## src/rtl/divu_unit.sv

```systemverilog
`default_nettype none
// ============================================================================
// Module      : divu_unit
// Description : Sequential radix-2 restoring divider for MIPS DIV/DIVU.
//               The result is {remainder, quotient}, and busy stalls HI/LO readers.
// Revision    : 1.0 - initial release
// ============================================================================
module divu_unit #(
    parameter int WIDTH = 32,
    parameter int CNT_W = 5
) (
    input  logic                 clk,
    input  logic                 rst,
    input  logic                 start,
    input  logic                 is_signed,
    input  logic [WIDTH-1:0]     dataA,
    input  logic [WIDTH-1:0]     dataB,
    output logic                 busy,
    output logic                 done,
    output logic [2*WIDTH-1:0]   dataOut,
    output logic                 div_zero
);

    typedef enum logic [1:0] {
        S_IDLE = 2'd0,
        S_CALC = 2'd1,
        S_FIX  = 2'd2,
        S_DONE = 2'd3
    } state_t;

    localparam logic [CNT_W-1:0] C_CNT_LAST = CNT_W'(WIDTH - 1);
    localparam logic [CNT_W-1:0] C_CNT_ONE  = CNT_W'(1);

    state_t                state_q, state_d;
    logic [CNT_W-1:0]      cnt_q, cnt_d;
    logic [WIDTH-1:0]      rem_q, rem_d;
    logic [WIDTH-1:0]      quot_q, quot_d;
    logic [WIDTH-1:0]      dvsr_q, dvsr_d;
    logic                  qs_q, qs_d;
    logic                  rs_q, rs_d;
    logic                  dz_path_q, dz_path_d;
    logic [2*WIDTH-1:0]    data_out_q, data_out_d;
    logic                  div_zero_q, div_zero_d;

    logic [WIDTH:0]        w_rem_sh;
    logic [WIDTH:0]        w_trial;
    logic [WIDTH-1:0]      w_abs_a;
    logic [WIDTH-1:0]      w_abs_b;
    logic [WIDTH-1:0]      w_quot_fix;
    logic [WIDTH-1:0]      w_rem_fix;

    always_comb begin
        state_d    = state_q;
        cnt_d      = cnt_q;
        rem_d      = rem_q;
        quot_d     = quot_q;
        dvsr_d     = dvsr_q;
        qs_d       = qs_q;
        rs_d       = rs_q;
        dz_path_d  = dz_path_q;
        data_out_d = data_out_q;
        div_zero_d = div_zero_q;

        // The dividend is held in quot and shifts into rem one bit per cycle.
        w_rem_sh   = {rem_q, quot_q[WIDTH-1]};
        w_trial    = w_rem_sh - {1'b0, dvsr_q};
        w_abs_a    = (is_signed && dataA[WIDTH-1]) ? -dataA : dataA;
        w_abs_b    = (is_signed && dataB[WIDTH-1]) ? -dataB : dataB;
        w_quot_fix = qs_q ? -quot_q : quot_q;
        w_rem_fix  = rs_q ? -rem_q  : rem_q;

        case (state_q)
            S_IDLE: begin
                if (start) begin
                    if (dataB == '0) begin
                        // Zero divisor publishes immediately, then passes
                        // through FIX untouched so done lands two cycles out.
                        data_out_d = {dataA, {WIDTH{1'b1}}};
                        div_zero_d = 1'b1;
                        dz_path_d  = 1'b1;
                        state_d    = S_FIX;
                    end else begin
                        quot_d    = w_abs_a;
                        dvsr_d    = w_abs_b;
                        qs_d      = (dataA[WIDTH-1] ^ dataB[WIDTH-1]) & is_signed;
                        rs_d      = dataA[WIDTH-1] & is_signed;
                        rem_d     = '0;
                        cnt_d     = C_CNT_LAST;
                        dz_path_d = 1'b0;
                        state_d   = S_CALC;
                    end
                end
            end
            S_CALC: begin
                if (!w_trial[WIDTH]) begin
                    rem_d  = w_trial[WIDTH-1:0];
                    quot_d = {quot_q[WIDTH-2:0], 1'b1};
                end else begin
                    rem_d  = w_rem_sh[WIDTH-1:0];
                    quot_d = {quot_q[WIDTH-2:0], 1'b0};
                end
                if (cnt_q == '0) begin
                    state_d = S_FIX;
                end else begin
                    cnt_d = cnt_q - C_CNT_ONE;
                end
            end
            S_FIX: begin
                if (!dz_path_q) begin
                    data_out_d = {w_rem_fix, w_quot_fix};
                    div_zero_d = 1'b0;
                end
                state_d = S_DONE;
            end
            S_DONE: begin
                state_d = S_IDLE;
            end
            default: begin
                state_d = S_IDLE;
            end
        endcase
    end

    always_ff @(posedge clk) begin
        if (rst) begin
            state_q    <= S_IDLE;
            cnt_q      <= '0;
            rem_q      <= '0;
            quot_q     <= '0;
            dvsr_q     <= '0;
            qs_q       <= 1'b0;
            rs_q       <= 1'b0;
            dz_path_q  <= 1'b0;
            data_out_q <= '0;
            div_zero_q <= 1'b0;
        end else begin
            state_q    <= state_d;
            cnt_q      <= cnt_d;
            rem_q      <= rem_d;
            quot_q     <= quot_d;
            dvsr_q     <= dvsr_d;
            qs_q       <= qs_d;
            rs_q       <= rs_d;
            dz_path_q  <= dz_path_d;
            data_out_q <= data_out_d;
            div_zero_q <= div_zero_d;
        end
    end

    assign busy     = (state_q != S_IDLE);
    assign done     = (state_q == S_DONE);
    assign dataOut  = data_out_q;
    assign div_zero = div_zero_q;

endmodule
`default_nettype wire
```

## config.mk

```make
export PLATFORM = sky130hd
export DESIGN_NAME = divu_unit
export DESIGN_NICKNAME = d
export VERILOG_FILES = /design/src/rtl/divu_unit.sv
export SDC_FILE = /design/constraint.sdc
export NUM_CORES = 1
export LEC_CHECK = 0
export BUFFER_PORTS_ARGS = -buffer_cell sky130_fd_sc_hd__buf_4
export CAP_MARGIN = 5
export CORE_ASPECT_RATIO = 2
export CORE_MARGIN = 2
export CORE_UTILIZATION = 40
export DETAILED_ROUTE_END_ITERATION = 16
export SLEW_MARGIN = 20
export SYNTH_ARGS = -nofsm -noshare
export SYNTH_HDL_FRONTEND = slang
export SYNTH_SLANG_ARGS = --single-unit
export TNS_END_PERCENT = 1
```

## constraint.sdc

```tcl
create_clock -name clk -period 4.14 [get_ports clk]
set_input_delay 0.828 -clock clk [delete_from_list [all_inputs] [get_ports clk]]
set_output_delay 0.828 -clock clk [all_outputs]
set_load 0.01 [all_outputs]
```

# Word-level counts from Yosys, hierarchy flattened
# Cells that the tools add are included.
# word_totals
reg_bits	171
out_inout_bits	67
word_cells	72
# classes
add_sub_neg	6
n_eq_ne	9
muxes	29
bitwise_logic	4
reduce_logical	14
# ops
op	count
$mux W32	9
$mux W64	3
$neg A32 Y32	4
$pmux W32 S2	2
$pmux W64 S2	1
$sub A33 B32 Y33	1
$logic_not A32 Y1	1
$mux W5	3
$ne A2 B2 Y1 const B	6
$pmux W5 S2	1
$pmux W2 S4	1
$reduce_and A4 Y1	2
$mux W2	3
$reduce_and A3 Y1	2
$reduce_bool A2 Y1	3
$logic_not A5 Y1	1
$mux W1	5
$sub A5 B1 Y5 const B	1
$eq A2 B2 Y1 const B	2
$reduce_and A2 Y1	2
$and A1 B1 Y1	2
$eq A2 B1 Y1 const B	1
$logic_and A1 B1 Y1	2
$logic_not A2 Y1	1
other kinds (3)	3

# Logic depth before layout (Yosys ltp)
# logic_depth
depth_word	5
depth_mapped	13

# Worst setup path after synthesis
# No wires, ideal clock.
# synth_path
path_kind	input-to-reg
from	input dataB[8]
to	register data_out_q[52], in the netlist dataOut[52]
setup_ps	128
t_arrival_ps	3340
required_time_ps	4012
slack_ps	672
path_stages	10
cell_sequence	or4_4 or3_4 or4b_4 nor2_4 a21oi_2 a211o_1 buf_2 clkbuf_1 a21oi_1 nor2_1
# synth_via
elab_chain_len	3
# synth_lines
item	line_no	text
start: declaration	17	input logic [WIDTH-1:0] dataB,
$logic_not A32 Y1	75	if (dataB == '0) begin
$ne A2 B2 Y1 (no line)	n/a	
$reduce_and A4 Y1 (no line)	n/a	
end signal: assignment	145	data_out_q <= data_out_d;
end: declaration	42	logic [2*WIDTH-1:0] data_out_q, data_out_d;
# No other way between the ends.
# A chain may end at the register's enable or synchronous reset.

# Worst setup path after layout
# layout_path
from	register quot_q[31]
to	register rem_q[30]
# layout_via
elab_chain_len	3
# layout_lines
item	line_no	text
start: declaration	37	logic [WIDTH-1:0] quot_q, quot_d;
start signal: assignment	140	quot_q <= quot_d;
$sub A33 B32 Y33	66	w_trial = w_rem_sh - {1'b0, dvsr_q};
$mux W32	95	if (!w_trial[WIDTH]) begin
$pmux W32 S2	72	case (state_q)
end signal: assignment	139	rem_q <= rem_d;
end: declaration	36	logic [WIDTH-1:0] rem_q, rem_d;
# No other way between the ends.

==> flow_summary.json <==
{
  "outcome": "finished clean",
  "numCtsBuffers": 17,
  "num_antenna_cells": 0,
  "power_mw": 8.101,
  "yosys_register_bits": 171,
  "post_cts_buffers": 0,
  "synthCells": 1500,
  "cts_root_buf": "clkbuf_16",
  "tns_ns": 0,
  "vias": 10660,
  "min_path_type": "reg2reg",
  "htreeDepth": 4,
  "syn_area_per_cell_um2": 7.635,
  "viasPerCell": 5.435,
  "clock_latency_ns": 0.44,
  "hpwl_um": 25550,
  "grt_pass1_vias": 10340,
  "pwr_density_cell_mw_per_mm2": 606.0,
  "synthArstFlopShare_pct": 0,
  "busiest_layer": "met2",
  "die_area_mm2": 0.03008,
  "detail_route.iter0.violations": 638,
  "rsz0062_at_grt": "false",
  "holdPathStages": 2,
  "period_minus_slack_ns": 3.711,
  "io_pins": 135,
  "routed_wirelength_um": 32660,
  "use_met1_pct": 22.01,
  "cp-start-kind": "flip-flop",
  "clock_skew_ns": 0.007653,
  "area_delta_synth_final_pct": 16.72,
  "power_leakage_nw": 5.228,
  "initial_core_util_pct": 40.62,
  "required_ns": 4.48,
  "grtUsageMet2_pct": 42.24,
  "cts_tree": "done",
  "grt_max_degree": 76,
  "placed_cells": 1930,
  "yosys.cell_types.count": 71,
  "drtAntennaViolNets": 0,
  "relSlewSlack_pct": 35.58,
  "die_h_um": 243.3,
  "firstDrtPassIters": 4,
  "grt_use_total_pct": 22.01,
  "grt_pass1_wl_um": 52190,
  "wl_per_cell_um": 16.65,
  "final_nets": 1704,
  "fp.dieW_um": 123.6,
  "clk_pin_slew_ns": 0.07,
  "core_area_mm2": 0.02819,
  "final.period_utilization_pct": 89.64,
  "finalHoldViolCount": 0,
  "worst_slew_pin_slew_ns": 0.9663,
  "synth_nets": 1611,
  "endpoint_kind": "flip-flop",
  "antenna_found_initial": 0,
  "critPathMaxFanout": 3,
  "reg2reg_depth": 12,
  "synth.yosys.seq_area_share_pct": 29.89,
  "synth_ff_type": "dfxtp_1",
  "clock-sinks": 171,
  "hold_buffers": 0,
  "gp_congestion": 0.8705,
  "cap_violations": 0,
  "route.detailed.drc": 0,
  "netlist_area_mm2": 0.01145,
  "yosys_warnings": 0,
  "drive_gt1_share_pct": 15.26,
  "rows": 87,
  "fmax_mhz": 269.5,
  "critPathKind": "reg2reg",
  "io_buffers": 134,
  "grtUsageMet3_pct": 2.551,
  "finalSetupViolations": 0,
  "max-vdd-ir-drop_mv": 0.3498,
  "drv_slew": 0,
  "synth_enable_flop_cells": 0,
  "final_cells": 1962,
  "ctsResizeCount": 0,
  "critPathArrivalTime_ns": 4.05,
  "overflow": 0,
  "cts_buffer_depth": 2
}
[per-layer routing]
metal,vias up,share of wire (%),routed length [µm]
met2,186,55,18090
met1,4905,37,12180
li1,5499,-,-
met5,-,0,0
met3,73,2.3,762
met4,0,5.0,1632
[through the flow]
step / hold slack, ns / instance area, µm² / setup WS [ns] / utilization [%]
after floorplan: 0.4319 / 11450 / 0.6724 / -
after global placement: 0.4440 / 12770 / 0.3368 / 45.29
after detailed placement: 0.4486 / 12770 / 0.2666 / 45.29
after CTS: 0.4574 / 13370 / 0.4337 / 47.41
after global routing: 0.4800 / 13370 / 0.3524 / 47.41
final: 0.4553 / 13370 / 0.4291 / 47.41
[report_power, final]
group	switching, mW	internal (mW)
Combinational	2.36	1.58
Sequential	0.410	2.12
Clock	0.710	0.923
Total	3.48	4.62
[cells by family (layout without fill, tap and decap cells)]
logic type	after synthesis	in the layout	share of synthesized area [%]
compound gates	443	443	26.01
xor+xnor	139	139	10.63
simple gates	531	531	20.92
buf+inv	144	250	5.244
flops	171	171	29.89
mux	29	29	2.535
fa+ha+maj	43	43	4.763
[cell usage in the layout (no fill, tap or decap), drive strengths merged, types with 19 or more instances in the layout]
| master | instances |
|---|---|
| xor2 | 89 |
| o21ai | 97 |
| or3 | 20 |
| mux2i | 29 |
| buf | 157 |
| clkbuf | 19 |
| xnor2 | 50 |
| ha | 42 |
| nand2 | 231 |
| nor3 | 21 |
| o31ai | 34 |
| inv | 61 |
| a21oi | 132 |
| a211oi | 77 |
| dfxtp | 171 |
| nand3 | 19 |
| nor2 | 152 |
| o211ai | 39 |
[synth_stat cells, types with 9 or more instances]
| cell type | number | area share, % |
|---|---|---|
| nor4_1 | 11 | 0.60 |
| inv_1 | 60 | 2.0 |
| buf_2 | 12 | 0.52 |
| nand4_1 | 9 | 0.49 |
| nand2b_1 | 14 | 0.76 |
| a211oi_1 | 43 | 2.8 |
| xor2_1 | 89 | 6.8 |
| a21oi_1 | 131 | 5.7 |
| o41ai_1 | 11 | 0.84 |
| ha_1 | 42 | 4.6 |
| dfxtp_1 | 171 | 30 |
| nor3_1 | 20 | 0.87 |
| or3_1 | 19 | 1.0 |
| or4_1 | 12 | 0.79 |
| mux2i_1 | 29 | 2.5 |
| nand2_1 | 231 | 7.6 |
| o211ai_1 | 39 | 2.6 |
| nor2_1 | 150 | 4.9 |
| o21ai_0 | 95 | 4.2 |
| o31ai_1 | 34 | 2.2 |
| a211oi_2 | 33 | 3.6 |
| nand3_1 | 19 | 0.83 |
| xnor2_1 | 50 | 3.8 |
| a21o_1 | 13 | 0.85 |
| clkbuf_1 | 64 | 2.1 |
[worst paths after layout]
kind / from / endpoint / slack (ns)
setup / recovery: quot_q[31]$_SDFFE_PP0P_ / rem_q[30]$_SDFFE_PP0P_ / 0.43
hold / removal: dvsr_q[28]$_SDFFE_PP0P_ / dvsr_q[28]$_SDFFE_PP0P_ / 0.46
setup reg to reg: quot_q[31]$_SDFFE_PP0P_ / rem_q[30]$_SDFFE_PP0P_ / 0.43
hold reg to reg: dvsr_q[28]$_SDFFE_PP0P_ / dvsr_q[28]$_SDFFE_PP0P_ / 0.46
[flip-flops by register name (all words and copies together) (netlist names), 2 cells and up]
register,count
cnt_q,5
dataOut,64
dvsr_q,32
quot_q,32
rem_q,32
state_q,2
[critical path, stage by stage, from the launching register on]
cell	delay, ns
dfxtp_1	0.34
inv_1	0.10
ha_1	0.26
fa_1	0.39
nand2b_1	0.20
a21oi_1	0.27
o211ai_1	0.22
a2111oi_0	0.53
nor4_1	0.21
nor4_1	0.49
o22ai_1	0.18
xnor2_1	0.18
a31o_2	0.24
[final cells by class]
cell class	count	area [µm²]
fillers	2907	14830
multi-input cells	1185	7443
flip-flops and latches	171	3423
repair buffers	157	1229
clock buffers	19	452.9
well taps	356	445.4
inverters	61	229.0
clock inverters	13	143.9
Power figures use the tool's default switching activity.
